<file path="src/rtl/cmp_tally_pkg.sv">
// Shared constants for the comparator result tally:
// FSM states, result bit positions and one-hot result codes.
package cmp_tally_pkg;

   typedef logic [1:0] state_t;

   localparam state_t IDLE    = 2'd0;
   localparam state_t COLLECT = 2'd1;
   localparam state_t REPORT  = 2'd2;

   localparam int R_GT = 2;
   localparam int R_EQ = 1;
   localparam int R_LT = 0;

   localparam logic [2:0] CODE_GT = 3'b1 << R_GT;
   localparam logic [2:0] CODE_EQ = 3'b1 << R_EQ;
   localparam logic [2:0] CODE_LT = 3'b1 << R_LT;

endpackage

</file>
<file path="src/rtl/sat_counter.sv">
// Up-counter that sticks at all-ones; clear has priority over increment.
module sat_counter #(
   parameter int W = 8
) (
   input  logic         clk_i,
   input  logic         rst_i,
   input  logic         clr_i,
   input  logic         inc_i,
   output logic [W-1:0] cnt_o
);

   logic [W-1:0] cnt_q;
   logic [W-1:0] cnt_d;

   always_comb begin
      cnt_d = cnt_q;
      if (clr_i) begin
         cnt_d = '0;
      end else if (inc_i && (cnt_q != '1)) begin
         cnt_d = cnt_q + W'(1);
      end
   end

   always_ff @(posedge clk_i) begin
      if (rst_i) begin
         cnt_q <= '0;
      end else begin
         cnt_q <= cnt_d;
      end
   end

   assign cnt_o = cnt_q;

endmodule

</file>
<file path="src/rtl/cmp_result_tally.sv">
// Collects 3-bit comparator results over a window and holds
// a GT/EQ/LT/illegal tally plus longest EQ run until acknowledged.
module cmp_result_tally
   import cmp_tally_pkg::*;
#(
   parameter int CNT_W = 8,
   parameter int RUN_W = 4
) (
   input  logic             clk,
   input  logic             rst,
   input  logic             start,
   input  logic             dump,
   input  logic             in_valid,
   output logic             in_ready,
   input  logic [2:0]       in_r,
   output logic             rpt_valid,
   input  logic             rpt_ack,
   output logic [CNT_W-1:0] gt_cnt,
   output logic [CNT_W-1:0] eq_cnt,
   output logic [CNT_W-1:0] lt_cnt,
   output logic [CNT_W-1:0] err_cnt,
   output logic [RUN_W-1:0] max_eq_run
);

   state_t state_q;
   state_t state_d;

   logic             is_gt;
   logic             is_eq;
   logic             is_lt;
   logic             is_err;
   logic             accept;
   logic             clr;
   logic             upd;
   logic [RUN_W-1:0] cur_run;
   logic [RUN_W-1:0] run_nxt;
   logic [RUN_W-1:0] max_q;
   logic [RUN_W-1:0] max_d;

   always_ff @(posedge clk) begin
      if (rst) begin
         state_q <= IDLE;
      end else begin
         state_q <= state_d;
      end
   end

   always_comb begin
      state_d = state_q;
      unique case (state_q)
         IDLE:    if (start) state_d = COLLECT;
         COLLECT: if (!start && dump) state_d = REPORT;
         REPORT:  if (rpt_ack) state_d = IDLE;
         default: state_d = IDLE;
      endcase
   end

   // Both handshake outputs decode the state register only.
   always_comb begin
      in_ready  = (state_q == COLLECT);
      rpt_valid = (state_q == REPORT);
   end

   assign is_gt  = (in_r == CODE_GT);
   assign is_eq  = (in_r == CODE_EQ);
   assign is_lt  = (in_r == CODE_LT);
   assign is_err = !(is_gt || is_eq || is_lt);

   assign accept = in_valid && in_ready;
   assign clr    = start && (state_q != REPORT);
   // A restart drops the sample presented in the same cycle.
   assign upd    = accept && !start;

   assign run_nxt = (cur_run == '1) ? cur_run : cur_run + RUN_W'(1);

   always_comb begin
      max_d = max_q;
      if (clr) begin
         max_d = '0;
      end else if (upd && is_eq && (run_nxt > max_q)) begin
         max_d = run_nxt;
      end
   end

   always_ff @(posedge clk) begin
      if (rst) begin
         max_q <= '0;
      end else begin
         max_q <= max_d;
      end
   end

   assign max_eq_run = max_q;

   sat_counter #(.W(CNT_W)) u_gt (
      .clk_i (clk),
      .rst_i (rst),
      .clr_i (clr),
      .inc_i (upd && is_gt),
      .cnt_o (gt_cnt)
   );

   sat_counter #(.W(CNT_W)) u_eq (
      .clk_i (clk),
      .rst_i (rst),
      .clr_i (clr),
      .inc_i (upd && is_eq),
      .cnt_o (eq_cnt)
   );

   sat_counter #(.W(CNT_W)) u_lt (
      .clk_i (clk),
      .rst_i (rst),
      .clr_i (clr),
      .inc_i (upd && is_lt),
      .cnt_o (lt_cnt)
   );

   sat_counter #(.W(CNT_W)) u_err (
      .clk_i (clk),
      .rst_i (rst),
      .clr_i (clr),
      .inc_i (upd && is_err),
      .cnt_o (err_cnt)
   );

   sat_counter #(.W(RUN_W)) u_run (
      .clk_i (clk),
      .rst_i (rst),
      .clr_i (clr || (upd && !is_eq)),
      .inc_i (upd && is_eq),
      .cnt_o (cur_run)
   );

endmodule
</file>
<file path="config.mk">
export PLATFORM = sky130hd
export DESIGN_NAME = cmp_result_tally
export DESIGN_NICKNAME = d
export VERILOG_FILES = /design/src/rtl/cmp_tally_pkg.sv /design/src/rtl/sat_counter.sv /design/src/rtl/cmp_result_tally.sv
export SDC_FILE = /design/constraint.sdc
export NUM_CORES = 1
export LEC_CHECK = 0
export CAP_MARGIN = 5
export CORE_UTILIZATION = 25
export DETAILED_ROUTE_END_ITERATION = 10
export DONT_BUFFER_PORTS = 1
export MAX_ROUTING_LAYER = met4
export PLACE_DENSITY = 0.39
export SETUP_SLACK_MARGIN = 0.5
export SLEW_MARGIN = 40
export SYNTH_ARGS = -nofsm -noshare
export SYNTH_HDL_FRONTEND = slang
export SYNTH_SLANG_ARGS = --single-unit
</file>
<file path="constraint.sdc">
create_clock -name clk -period 4.6 [get_ports clk]
set_clock_uncertainty 0.05 [all_clocks]
set_input_delay 0.46 -clock clk [delete_from_list [all_inputs] [get_ports clk]]
set_output_delay 0.46 -clock clk [all_outputs]
set_load 0.03 [all_outputs]
</file>
==> impl_results.md <==
* Status: complete, no violations
* Startpoint types: flop
* Worst EP arrival at between 2 and 3 ns
* Setup TNS at 0 ns
* Yosys top cell area share at 0.383
* Initial antenna violation count at 0
* Cell-internal power at 603 uW
* Synth Cell Area at 2200 sq um
* Register area share after synthesis at 0.383
* Largest vdd supply drop at 0.0000960 V
* Global router's overall resource usage at 0.121
* Non-Filler Instances at ~360
* Static leakage at 0.788 nW
* CTS tree: built
* DIE WIDTH at 95.7 um
* Final setup violating endpoints at 0
* RSZ-0062 raised after global routing: no
* Flop-to-flop setup slack at roughly 2.1 ns
* Most frequent cell after synthesis: dfxtp_1
* Crit path max fanout at 6
* Hold WC Path Type: in -> reg
* Worst slew margin at 0.573
* Reg2reg end: max_eq_run[2]
* Cts hold-fix bufs at 0
* Cts bufs inserted at 5
* Vias in the first global route at 1737
* Dpl cells at 351
* Routed wire per std cell at 14.4 um
* Synth Flop Type: dfxtp_1
* Sw Pwr at 147 uW
* Via count at 1869
* Yosys top cell by area: dfxtp_1
* GP Congestion at ~0.73
* Gr ovfl total at 0
* Seq cells post-synth at 42
* Max Transition Viols Final at 0
* Logic pwr share at 0.032
* Iteration-0 DRC Markers at 65
* Worst-case reg-to-reg path depth at 8
* Post-synth EDFFs at 0
* ANT nets after route at 0
* Post-CTS resize count at 0
* End of the critical path: max_eq_run[2]
* Core footprint at 8340 sq um
* Dpl hpwl at around 3600 um
* Reg-to-reg startpoint: u_run.cnt_o[0]
* Ant. Diodes at 0
* Slew @ Worst Pin at 0.641 ns
* Req. time, crit path at 4.73 ns
* Synth area leaders: dfxtp_1, a21oi_1, ha_1
* Synth Area per Inst at 8.71 sq um
* Postcts setup bufs at 0
* Netlist cell types at 49
* Metal1 wirelength at 2490 um
* Starting density of the core at 0.263
* Clock share of power at 0.480
* Metal3 WL at about 440 um
* Sink Count at 42
* Clock Latency Late Sink at 0.29 ns
* Switch share at 0.196
* Sequential Power Share at 0.488
* Die Y at between 90 and 100 um
* First-pass GRT wire length at around 8300 um
* Clk root buf: clkbuf_8
* Num rows at 33
* Share of flip-flops with an asynchronous set or reset at 0
* Tmin final at 2.46 ns
* Max-cap violation count at 0
* Final setup margin at 2.14 ns
* Syn Nets at 270
* H-tree depth at 2
* Post-place setup slack at 2.19 ns
* Pwr/cell area at 306 nW/um^2
* Share of cells above drive strength 1 at 0.0906
* Num ports at 47
* Die area at 9160 sq um
* CTS clock-pin slew for the worst setup and hold paths at about 0.080 ns
* Largest net degree at the start of global routing at 38
* WL final at about 5200 um
* Hold path start: rst
* Drt via density at approximately 5.2
* Number of remaining DRC errors at 0
* Synth warn at 0
* Area Growth Syn to Fin at 11.7%
* Cells after Synth at 252
* CP Class: reg -> reg
* Hold Vio Cnt, Final at 0
* TritonRoute pass-1 iters at 4
* Final net count at 271
* Synth top cells by count: dfxtp_1, a21oi_1, nand2_1
* Fin crit share at 0.534
* FMAX at 407 MHz
* Max layer used: met4
* Beginning of the critical path: u_run.cnt_o[0]
* Setup crit end kind: flop
* PortBufs at 0
* Maximum root-to-sink buffer count at 2
* WL met2 at 2210 um
-- per-stage QoR --
stage / util / area [sq um] / hold WS (ns) / power, mW
2_1_floorplan: - / 2200 / 0.409 / 0.394
3_3_place_gp: 0.276 / 2300 / 0.442 / 0.399
3_5_place_dp: 0.276 / 2300 / 0.446 / 0.399
4_1_cts: 0.293 / 2440 / 0.168 / 0.768
5_1_grt: 0.294 / 2450 / 0.160 / 0.784
6_report: 0.294 / 2450 / 0.185 / 0.750
-- worst min-delay path by stage --
| stage | cells past startpoint | endpoint |
|---|---|---|
| 4_1_cts | 1 | state_q[1] |
| 6_report | 1 | state_q[1] |
| 5_1_grt | 1 | state_q[1] |
| 2_1_floorplan | 1 | state_q[0] |
| 3_5_place_dp | 1 | state_q[0] |
| 3_3_place_gp | 1 | state_q[0] |
-- power by group through the flow --
stage	logic [mW]	clock network (mW)	registers (mW)
after floorplan	0.0194	0	0.374
after global placement	0.0243	0	0.375
after detailed placement	0.0244	0	0.375
after CTS	0.0244	0.378	0.366
after global routing	0.0269	0.391	0.366
final	0.0240	0.360	0.366
-- logic make-up after synthesis --
logic type	share of synthesized area
flip-flops	0.383
AO/OA/AOI/OAI	0.238
adder cells (fa/ha/maj)	0.0513
buffers and inverters	0.0353
AND/OR/NAND/NOR	0.237
multiplexers	0.0234
XOR/XNOR	0.0319
-- sequential cells by signal, indices dropped and copies added, names as in the netlist --
name	count
state_q	2
u_run.cnt_o	4
max_eq_run	4
u_eq.cnt_o	8
u_gt.cnt_o	8
u_err.cnt_o	8
u_lt.cnt_o	8
-- critical path, cell delays in order, from the launching register on --
cell and delay, ns:
dfxtp_1 0.44, ha_1 0.26, nand3_1 0.20, mux2_2 0.35, ha_1 0.29, nand3_1 0.09
o221ai_1 0.23, nand2_1 0.14, o41ai_1 0.29
-- cell usage in the layout, fill, tap and decap left out, types with 2 or more instances in the layout --
cell type and instances:
dfxtp_1 42, a21oi_1 23, nand2_1 19, nand3_1 18
o21ai_0 15, nor2_1 14, inv_1 12, or3_1 9
ha_1 9, o31ai_1 7, or4_1 6, xor2_1 6
clkbuf_8 6, nand4_1 5, mux2i_1 4, o211ai_1 4
a211oi_1 4, o41ai_1 4, and3_1 3, o2111ai_1 3
o311ai_0 3, nor4_1 3, xnor2_1 2, nand2b_1 2
nor3b_2 2, nor3b_1 2, nand4b_1 2, nor3_1 2
bufinv_16 2
-- final cells by class --
class | count | area [sq um]
fillers | 883 | 5890
multi-input cells | 191 | 1290
flip-flops and latches | 42 | 841
well taps | 105 | 131
clock buffers | 6 | 82.6
clock inverters | 2 | 60.1
inverters | 12 | 45.0
repair buffers | 1 | 7.51
-- metal layers --
layer,vias up,global-route usage
met1,845,0.158
li1,962,-
met5,-,-
met4,0,0.0373
met3,2,0.0371
met2,60,0.177
No activity file was read; power rests on OpenSTA's default activity.
